[src/rtl/mem_ctrl_pkg.sv]
// mem_ctrl_pkg: shared command/state types, decoded request layout and default geometry/timing
package mem_ctrl_pkg;
  localparam int DEF_BANK_GROUPS = 2;
  localparam int DEF_BANKS_PER_GROUP = 4;
  localparam int DEF_ROW_BITS = 8;
  localparam int DEF_COL_BITS = 4;
  localparam int DEF_PADDR_BITS = 64;
  localparam int DEF_ACTIVATION_LATENCY = 8;
  localparam int DEF_PRECHARGE_LATENCY = 5;
  localparam int DEF_CAS_LATENCY = 22;
  localparam int DEF_BURST_GAP = 4;
  localparam int DEF_BG_BITS = $clog2(DEF_BANK_GROUPS);
  localparam int DEF_BA_BITS = $clog2(DEF_BANKS_PER_GROUP);
  typedef enum logic [2:0] {
    CMD_READ = 3'd0,
    CMD_WRITE = 3'd1,
    CMD_ACTIVATE = 3'd2,
    CMD_PRECHARGE = 3'd3
  } cmd_t;
  typedef enum logic [2:0] {IDLE, CHECK, PRE, WAIT_PRE, ACT, WAIT_ACT, CAS} state_t;
  typedef struct packed {
    logic write;
    logic [DEF_BG_BITS-1:0] bg;
    logic [DEF_BA_BITS-1:0] ba;
    logic [DEF_ROW_BITS-1:0] row;
    logic [DEF_COL_BITS-1:0] col;
  } req_t;
endpackage

[src/rtl/address_parser.sv]
// address_parser: splits a physical address into column, bank, bank group and row fields
module address_parser #(
  parameter int PADDR_BITS = 64,
  parameter int COL_BITS = 4,
  parameter int BA_BITS = 2,
  parameter int BG_BITS = 1,
  parameter int ROW_BITS = 8
) (
  input logic [PADDR_BITS-1:0] addr,
  output logic [COL_BITS-1:0] col,
  output logic [BA_BITS-1:0] ba,
  output logic [BG_BITS-1:0] bg,
  output logic [ROW_BITS-1:0] row
);
  localparam int BA_LO = 3 + COL_BITS;
  localparam int BG_LO = BA_LO + BA_BITS;
  localparam int ROW_LO = BG_LO + BG_BITS;
  localparam int TOP = ROW_LO + ROW_BITS;
  logic unused_bits;
  assign col = addr[BA_LO-1:3];
  assign ba = addr[BG_LO-1:BA_LO];
  assign bg = addr[ROW_LO-1:BG_LO];
  assign row = addr[TOP-1:ROW_LO];
  assign unused_bits = ^{addr[2:0], addr[PADDR_BITS-1:TOP]};
endmodule

[src/rtl/bank_state_table.sv]
// bank_state_table: per-bank open-row record with one combinational lookup and one set/invalidate port
module bank_state_table #(
  parameter int IDX_BITS = 3,
  parameter int ROW_BITS = 8
) (
  input logic clk,
  input logic rst_n,
  input logic [IDX_BITS-1:0] idx,
  output logic hit_valid,
  output logic [ROW_BITS-1:0] hit_row,
  input logic we,
  input logic set,
  input logic [ROW_BITS-1:0] wr_row
);
  localparam int N = 2 ** IDX_BITS;
  logic [N-1:0] valid_q;
  logic [ROW_BITS-1:0] row_q [N];
  assign hit_valid = valid_q[idx];
  assign hit_row = row_q[idx];
  always_ff @(posedge clk or negedge rst_n)
    if (!rst_n) begin
      valid_q <= '0;
      for (int i = 0; i < N; i++) row_q[i] <= '0;
    end else if (we) begin
      valid_q[idx] <= set;
      if (set) row_q[idx] <= wr_row;
    end
endmodule

[src/rtl/bank_cmd_issuer.sv]
// bank_cmd_issuer: turns one request at a time into PRE/ACT/RD/WR commands under bank and bus timing
module bank_cmd_issuer
  import mem_ctrl_pkg::*;
#(
  parameter int BANK_GROUPS = DEF_BANK_GROUPS,
  parameter int BANKS_PER_GROUP = DEF_BANKS_PER_GROUP,
  parameter int ROW_BITS = DEF_ROW_BITS,
  parameter int COL_BITS = DEF_COL_BITS,
  parameter int PADDR_BITS = DEF_PADDR_BITS,
  parameter int ACTIVATION_LATENCY = DEF_ACTIVATION_LATENCY,
  parameter int PRECHARGE_LATENCY = DEF_PRECHARGE_LATENCY,
  parameter int CAS_LATENCY = DEF_CAS_LATENCY,
  parameter int BURST_GAP = DEF_BURST_GAP
) (
  input logic clk_in,
  input logic rst_N_in,
  input logic req_valid_in,
  output logic req_ready_out,
  input logic req_write_in,
  input logic [PADDR_BITS-1:0] req_addr_in,
  input logic [7:0][63:0] req_data_in,
  input logic bursting_in,
  output logic cmd_valid_out,
  output logic [2:0] cmd_out,
  output logic [$clog2(BANK_GROUPS)-1:0] bank_group_out,
  output logic [$clog2(BANKS_PER_GROUP)-1:0] bank_out,
  output logic [ROW_BITS-1:0] row_out,
  output logic [COL_BITS-1:0] col_out,
  output logic [7:0][63:0] val_out,
  output logic idle_out
);
  localparam int BGW = $clog2(BANK_GROUPS);
  localparam int BAW = $clog2(BANKS_PER_GROUP);
  localparam int TW = BGW + BAW + ROW_BITS + COL_BITS;
  localparam int CW = $clog2(CAS_LATENCY + BURST_GAP + ACTIVATION_LATENCY + PRECHARGE_LATENCY);
  localparam logic [CW-1:0] ONE = CW'(1);
  state_t state_q, state_d;
  req_t req_q, req_d;
  cmd_t cmd_q, cmd_d;
  logic [7:0][63:0] data_q, data_d, val_q, val_d;
  logic [CW-1:0] wait_q, wait_d, gap_q, gap_d, rd_turn_q, rd_turn_d;
  logic [TW-1:0] tgt_q, tgt_d;
  logic cmd_valid_q, cmd_valid_d;
  logic [BGW-1:0] p_bg;
  logic [BAW-1:0] p_ba;
  logic [ROW_BITS-1:0] p_row;
  logic [COL_BITS-1:0] p_col;
  logic hit_valid, tbl_we, tbl_set, cas_ok;
  logic [ROW_BITS-1:0] hit_row;
  address_parser #(
    .PADDR_BITS(PADDR_BITS),
    .COL_BITS(COL_BITS),
    .BA_BITS(BAW),
    .BG_BITS(BGW),
    .ROW_BITS(ROW_BITS)
  ) u_parser (
    .addr(req_addr_in),
    .col(p_col),
    .ba(p_ba),
    .bg(p_bg),
    .row(p_row)
  );
  bank_state_table #(
    .IDX_BITS(BGW + BAW),
    .ROW_BITS(ROW_BITS)
  ) u_table (
    .clk(clk_in),
    .rst_n(rst_N_in),
    .idx({req_q.bg, req_q.ba}),
    .hit_valid(hit_valid),
    .hit_row(hit_row),
    .we(tbl_we),
    .set(tbl_set),
    .wr_row(req_q.row)
  );
  assign req_ready_out = state_q == IDLE;
  assign idle_out = state_q == IDLE && !req_valid_in;
  assign cmd_valid_out = cmd_valid_q;
  assign cmd_out = cmd_q;
  assign {bank_group_out, bank_out, row_out, col_out} = tgt_q;
  assign val_out = val_q;
  assign cas_ok = !bursting_in && gap_q == '0 && !(req_q.write && rd_turn_q != '0);
  always_comb begin
    state_d = state_q;
    req_d = req_q;
    data_d = data_q;
    val_d = val_q;
    cmd_d = cmd_q;
    cmd_valid_d = 1'b0;
    wait_d = wait_q == '0 ? '0 : wait_q - ONE;
    gap_d = gap_q == '0 ? '0 : gap_q - ONE;
    rd_turn_d = rd_turn_q == '0 ? '0 : rd_turn_q - ONE;
    tbl_we = 1'b0;
    tbl_set = 1'b0;
    case (state_q)
      IDLE: if (req_valid_in) begin
        req_d = '{write: req_write_in, bg: p_bg, ba: p_ba, row: p_row, col: p_col};
        data_d = req_data_in;
        state_d = CHECK;
      end
      CHECK: state_d = !hit_valid ? ACT : hit_row == req_q.row ? CAS : PRE;
      PRE: begin
        cmd_valid_d = 1'b1;
        cmd_d = CMD_PRECHARGE;
        tbl_we = 1'b1;
        wait_d = CW'(PRECHARGE_LATENCY - 1);
        state_d = WAIT_PRE;
      end
      WAIT_PRE: state_d = wait_q <= ONE ? ACT : WAIT_PRE;
      ACT: begin
        cmd_valid_d = 1'b1;
        cmd_d = CMD_ACTIVATE;
        tbl_we = 1'b1;
        tbl_set = 1'b1;
        wait_d = CW'(ACTIVATION_LATENCY - 1);
        state_d = WAIT_ACT;
      end
      WAIT_ACT: state_d = wait_q <= ONE ? CAS : WAIT_ACT;
      CAS: if (cas_ok) begin
        cmd_valid_d = 1'b1;
        cmd_d = req_q.write ? CMD_WRITE : CMD_READ;
        val_d = data_q;
        gap_d = CW'(BURST_GAP - 1);
        rd_turn_d = req_q.write ? rd_turn_d : CW'(CAS_LATENCY + BURST_GAP - 1);
        state_d = IDLE;
      end
      default: state_d = IDLE;
    endcase
    tgt_d = cmd_valid_d ? {req_q.bg, req_q.ba, req_q.row, req_q.col} : tgt_q;
  end
  always_ff @(posedge clk_in or negedge rst_N_in)
    if (!rst_N_in) begin
      state_q <= IDLE;
      req_q <= '0;
      data_q <= '0;
      val_q <= '0;
      cmd_q <= CMD_READ;
      cmd_valid_q <= 1'b0;
      wait_q <= '0;
      gap_q <= '0;
      rd_turn_q <= '0;
      tgt_q <= '0;
    end else begin
      state_q <= state_d;
      req_q <= req_d;
      data_q <= data_d;
      val_q <= val_d;
      cmd_q <= cmd_d;
      cmd_valid_q <= cmd_valid_d;
      wait_q <= wait_d;
      gap_q <= gap_d;
      rd_turn_q <= rd_turn_d;
      tgt_q <= tgt_d;
    end
endmodule

[config.mk]
export PLATFORM = sky130hd
export DESIGN_NAME = bank_cmd_issuer
export DESIGN_NICKNAME = d
export VERILOG_FILES = /design/src/rtl/mem_ctrl_pkg.sv /design/src/rtl/address_parser.sv /design/src/rtl/bank_state_table.sv /design/src/rtl/bank_cmd_issuer.sv
export SDC_FILE = /design/constraint.sdc
export NUM_CORES = 2
export LEC_CHECK = 0
export ABC_AREA = 1
export BUFFER_PORTS_ARGS = -buffer_cell sky130_fd_sc_hd__buf_2
export CAP_MARGIN = 5
export CORE_AREA = 5 5 426 428
export CTS_CLUSTER_SIZE = 14
export DETAILED_ROUTE_END_ITERATION = 12
export DIE_AREA = 0 0 431 433
export HOLD_SLACK_MARGIN = 0.05
export SETUP_SLACK_MARGIN = 0.05
export SLEW_MARGIN = 20
export SYNTH_ARGS = -nofsm -noshare
export SYNTH_HDL_FRONTEND = slang
export SYNTH_SLANG_ARGS = --single-unit
export TNS_END_PERCENT = 100
[constraint.sdc]
create_clock -name clk_in -period 5.6 [get_ports clk_in]
set_input_delay 1.12 -clock clk_in [delete_from_list [all_inputs] [get_ports clk_in]]
set_output_delay 1.12 -clock clk_in [all_outputs]
set_load 0.01 [all_outputs]
==> impl_metrics.py <==
metrics = {
    "outcome": {
        "status": "finished clean",
    },
    "floorplan": {
        "dieArea_sq_um": 187000,
        "start_util_pct": 25.0,
        "boundaryPins": 1114,
        "core-area_sq_um": 177000,
        "rows": 155,
        "die_y_um": 433,
        "die_w_um": 431,
    },
    "sta": {
        "period_share_pct": 63.8,
        "worstMarginPinSlew_ns": 1.06,
        "setup_tns_ns": 0,
        "grt_setup_unrepaired": "no",
        "slew_headroom_pct": 29.2,
        "setup_violations": 0,
        "fmax_mhz": 280,
        "min_period_ns": 3.57,
        "final_hold_viol_count": 0,
        "fin_skew_ns": 0.0321,
        "finalMaxSlewViolations": 0,
    },
    "routing": {
        "firstDrtPassIters": 6,
        "ant_nets": 0,
        "first_iter_violations": 2122,
        "wl_per_cell_um": 19.8,
        "viasPerCell": 4.28,
        "drc_errors": 0,
        "vias": 32146,
        "drt_wl_total_um": 149000,
    },
    "clock_network": {
        "root_buffer": "clkbuf_16",
        "post_cts.repair.setup_buffers": 0,
        "cts_buffer_depth": 3,
        "worstSkewPairLatency_ns": 0.77,
        "clkSinkCount": 1151,
        "cts_resized": 0,
        "cts.clk_slew.worst_paths_ns": 0.06,
        "cts-buffers-inserted": 131,
        "cts_hold_buf": 0,
        "htreeDepth": 4,
        "cts_tree": "built",
    },
    "worst_setup_path": {
        "path_buf_inv": 2,
        "critical_path_class": "reg -> reg",
        "worstPathArrival_ns": 4.27,
        "crit_path_max_fanout": 167,
        "cp_slowest_cell": "inv_16",
        "start_kind": "register",
        "max_stage_delay_ns": 0.77,
        "path_common_cell": "nand2_1",
        "required_ns": 6.29,
        "crit_chain": "inv_2, nor3_2, nand3_4, inv_16, nand2_1, nand2_1",
        "end_kind": "register",
        "cpLargestDelayFamily": "simple AND/OR/NAND/NOR gates",
    },
    "final_layout": {
        "multi_input_area_sq_um": 13800,
        "drive_gt1_share_pct": 36.4,
        "finalNetCount": 5599,
        "final_cells": 7518,
        "nFillCells": 18173,
        "area_growth_pct": 26.9,
        "ff_latch_area_sq_um": 28800,
    },
    "synth": {
        "netlist_area_sq_um": 44300,
        "yosys_most_used_dff": "dfrtp_1",
        "ys_ff_latch": 1151,
        "yosys_warnings": 0,
        "async_flop_share_pct": 100,
        "syn_nets": 4556,
        "synth_commonest_cells": "1726 x nand2_1, 1151 x dfrtp_1, 520 x mux2_2, 113 x buf_2, 88 x inv_1",
        "syn_avg_cell_area_sq_um": 11.2,
        "synth_top_area_share_pct": 65.0,
        "ys_top_cells_by_area": "dfrtp_1 65%, nand2_1 15%, mux2_2 13%",
        "synth_seq_area_share_pct": 65.0,
        "syn_inst": 3970,
        "yosys.area.top_type": "dfrtp_1",
        "synth.most_common_cell": "nand2_1",
        "synth_edf_count": 0,
        "synthDistinctLibCells": 36,
    },
    "global_routing": {
        "first_global_vias": 32330,
        "antenna_found_initial": 83,
        "grt_pass1_wl_um": 215000,
        "gr-total-overflow": 0,
        "grt_max_degree": 168,
        "track_usage_pct": 15.3,
    },
    "placement": {
        "placedCellCount": 7235,
        "gp_congestion": 0.929,
        "place_hpwl_um": 108000,
        "io_buffer_count": 1063,
    },
    "power_and_ir_drop": {
        "power_density_nw_per_um2": 463,
        "power_leakage_nw": 30.2,
        "vdd_drop_max_v": 0.000299,
    },
    "flow_run": {
        "drv_cap": 0,
    },
    "hold_path": {
        "holdCritPathClass": "in -> async",
    },
}
-- layout by cell type, fill, tap and decap left out, types with 3 or more instances in the layout --
cell type and n:
clkbuf_1 23, clkinvlp_4 3, nand3_1 36, clkinv_8 4, ha_1 5, xor2_1 3, clkinv_2 19, nand2_1 1725
diode_2 56, o21ai_1 32, or2_2 6, dfrtp_1 1151, clkbuf_16 134, nor2_1 73, mux2_2 520, inv_2 7
inv_6 5, o21ai_0 57, buf_12 11, inv_16 4, buf_4 37, clkbuf_8 26, nor2_4 3, o22ai_1 3
bufinv_16 6, clkinv_16 3, a21oi_1 31, inv_1 87, nor3_1 9, buf_2 1062
-- final timing paths --
check | start | to | slack, ns | cells past startpoint
worst min-delay path | rst_N_in | val_out[389] | 0.31 | 1
worst min register to register | data_q[457] | val_out[457] | 0.45 | 2
worst max register to register | state_q[2] | val_out[465] | 2.03 | 6
min in group clk_in | data_q[457] | val_out[457] | 0.45 | 2
worst max-delay path | state_q[2] | val_out[465] | 2.03 | 6
max in group asynchronous | rst_N_in | val_out[226] | 3.79 | 2
-- flip-flops by register name, summed over array words and instances (netlist names) --
| name | flops |
|---|---|
| data_q | 512 |
| val_out | 512 |
| u_table.row_q | 64 |
| req_q | 16 |
| tgt_q | 15 |
| u_table.valid_q | 8 |
| gap_q | 6 |
| rd_turn_q | 6 |
| wait_q | 6 |
| state_q | 3 |
| cmd_out | 2 |
| cmd_valid_out | 1 |
-- final cells by class --
type                            count  area share, %
Timing Repair Buffer             1111           10.4
Clock inverter                     44           1.01
Multi-Input combinational cell   2522           24.5
Sequential cell                  1151           51.2
Inverter                           96          0.670
Tap cell                         2355           5.24
Clock buffer                      183           6.75
Antenna cell                       56          0.249
-- power by group --
group / internal, mW / switching [mW] / leakage (nW)
Combinational: 2.58 / 2.39 / 13.3
Sequential: 10.8 / 1.58 / 14.8
Clock: 5.06 / 3.62 / 2.14
-- per-stage QoR --
step	hold slack, ns	util [%]	instance area (sq um)	worst slack [ns]	power [mW]
3_3_place_gp	0.443	29.1	51700	1.87	17.2
5_1_grt	0.312	31.7	56200	1.84	27.5
3_5_place_dp	0.445	29.1	51700	1.86	17.5
6_report	0.313	31.7	56200	2.03	26.0
2_1_floorplan	0.436	-	44300	3.02	15.5
4_1_cts	0.305	31.6	56100	2.07	26.3
-- cells by family (layout without fill, tap and decap cells) --
family	after synthesis	in the layout	synth area share [%]
XOR/XNOR	5	5	0.0989
multiplexers	520	520	13.2
adder cells (fa/ha/maj)	5	5	0.141
buffers and inverters	297	1434	3.93
other	1	57	0.00847
AND/OR/NAND/NOR	1862	1862	16.1
flip-flops	1151	1151	65.0
AO/OA/AOI/OAI	129	129	1.50
-- metal layers --
metal | share of wire, % | routed length (um) | track usage [%] | up-vias
met5 | 0.064 | 95 | 0 | -
met1 | 39 | 57800 | 18.2 | 15996
met3 | 8.1 | 12000 | 5.32 | 323
met2 | 48 | 70800 | 24.2 | 1089
li1 | - | - | - | 14724
met4 | 5.4 | 8080 | 8.61 | 14
-- worst reg2reg max path, stage by stage (launching register included) --
cell     delay [ns]
dfrtp_1        0.48
inv_2          0.10
nor3_2         0.44
nand3_4        0.76
inv_16         0.80
nand2_1        0.77
nand2_1        0.15
(Power assumes the default switching activity.)
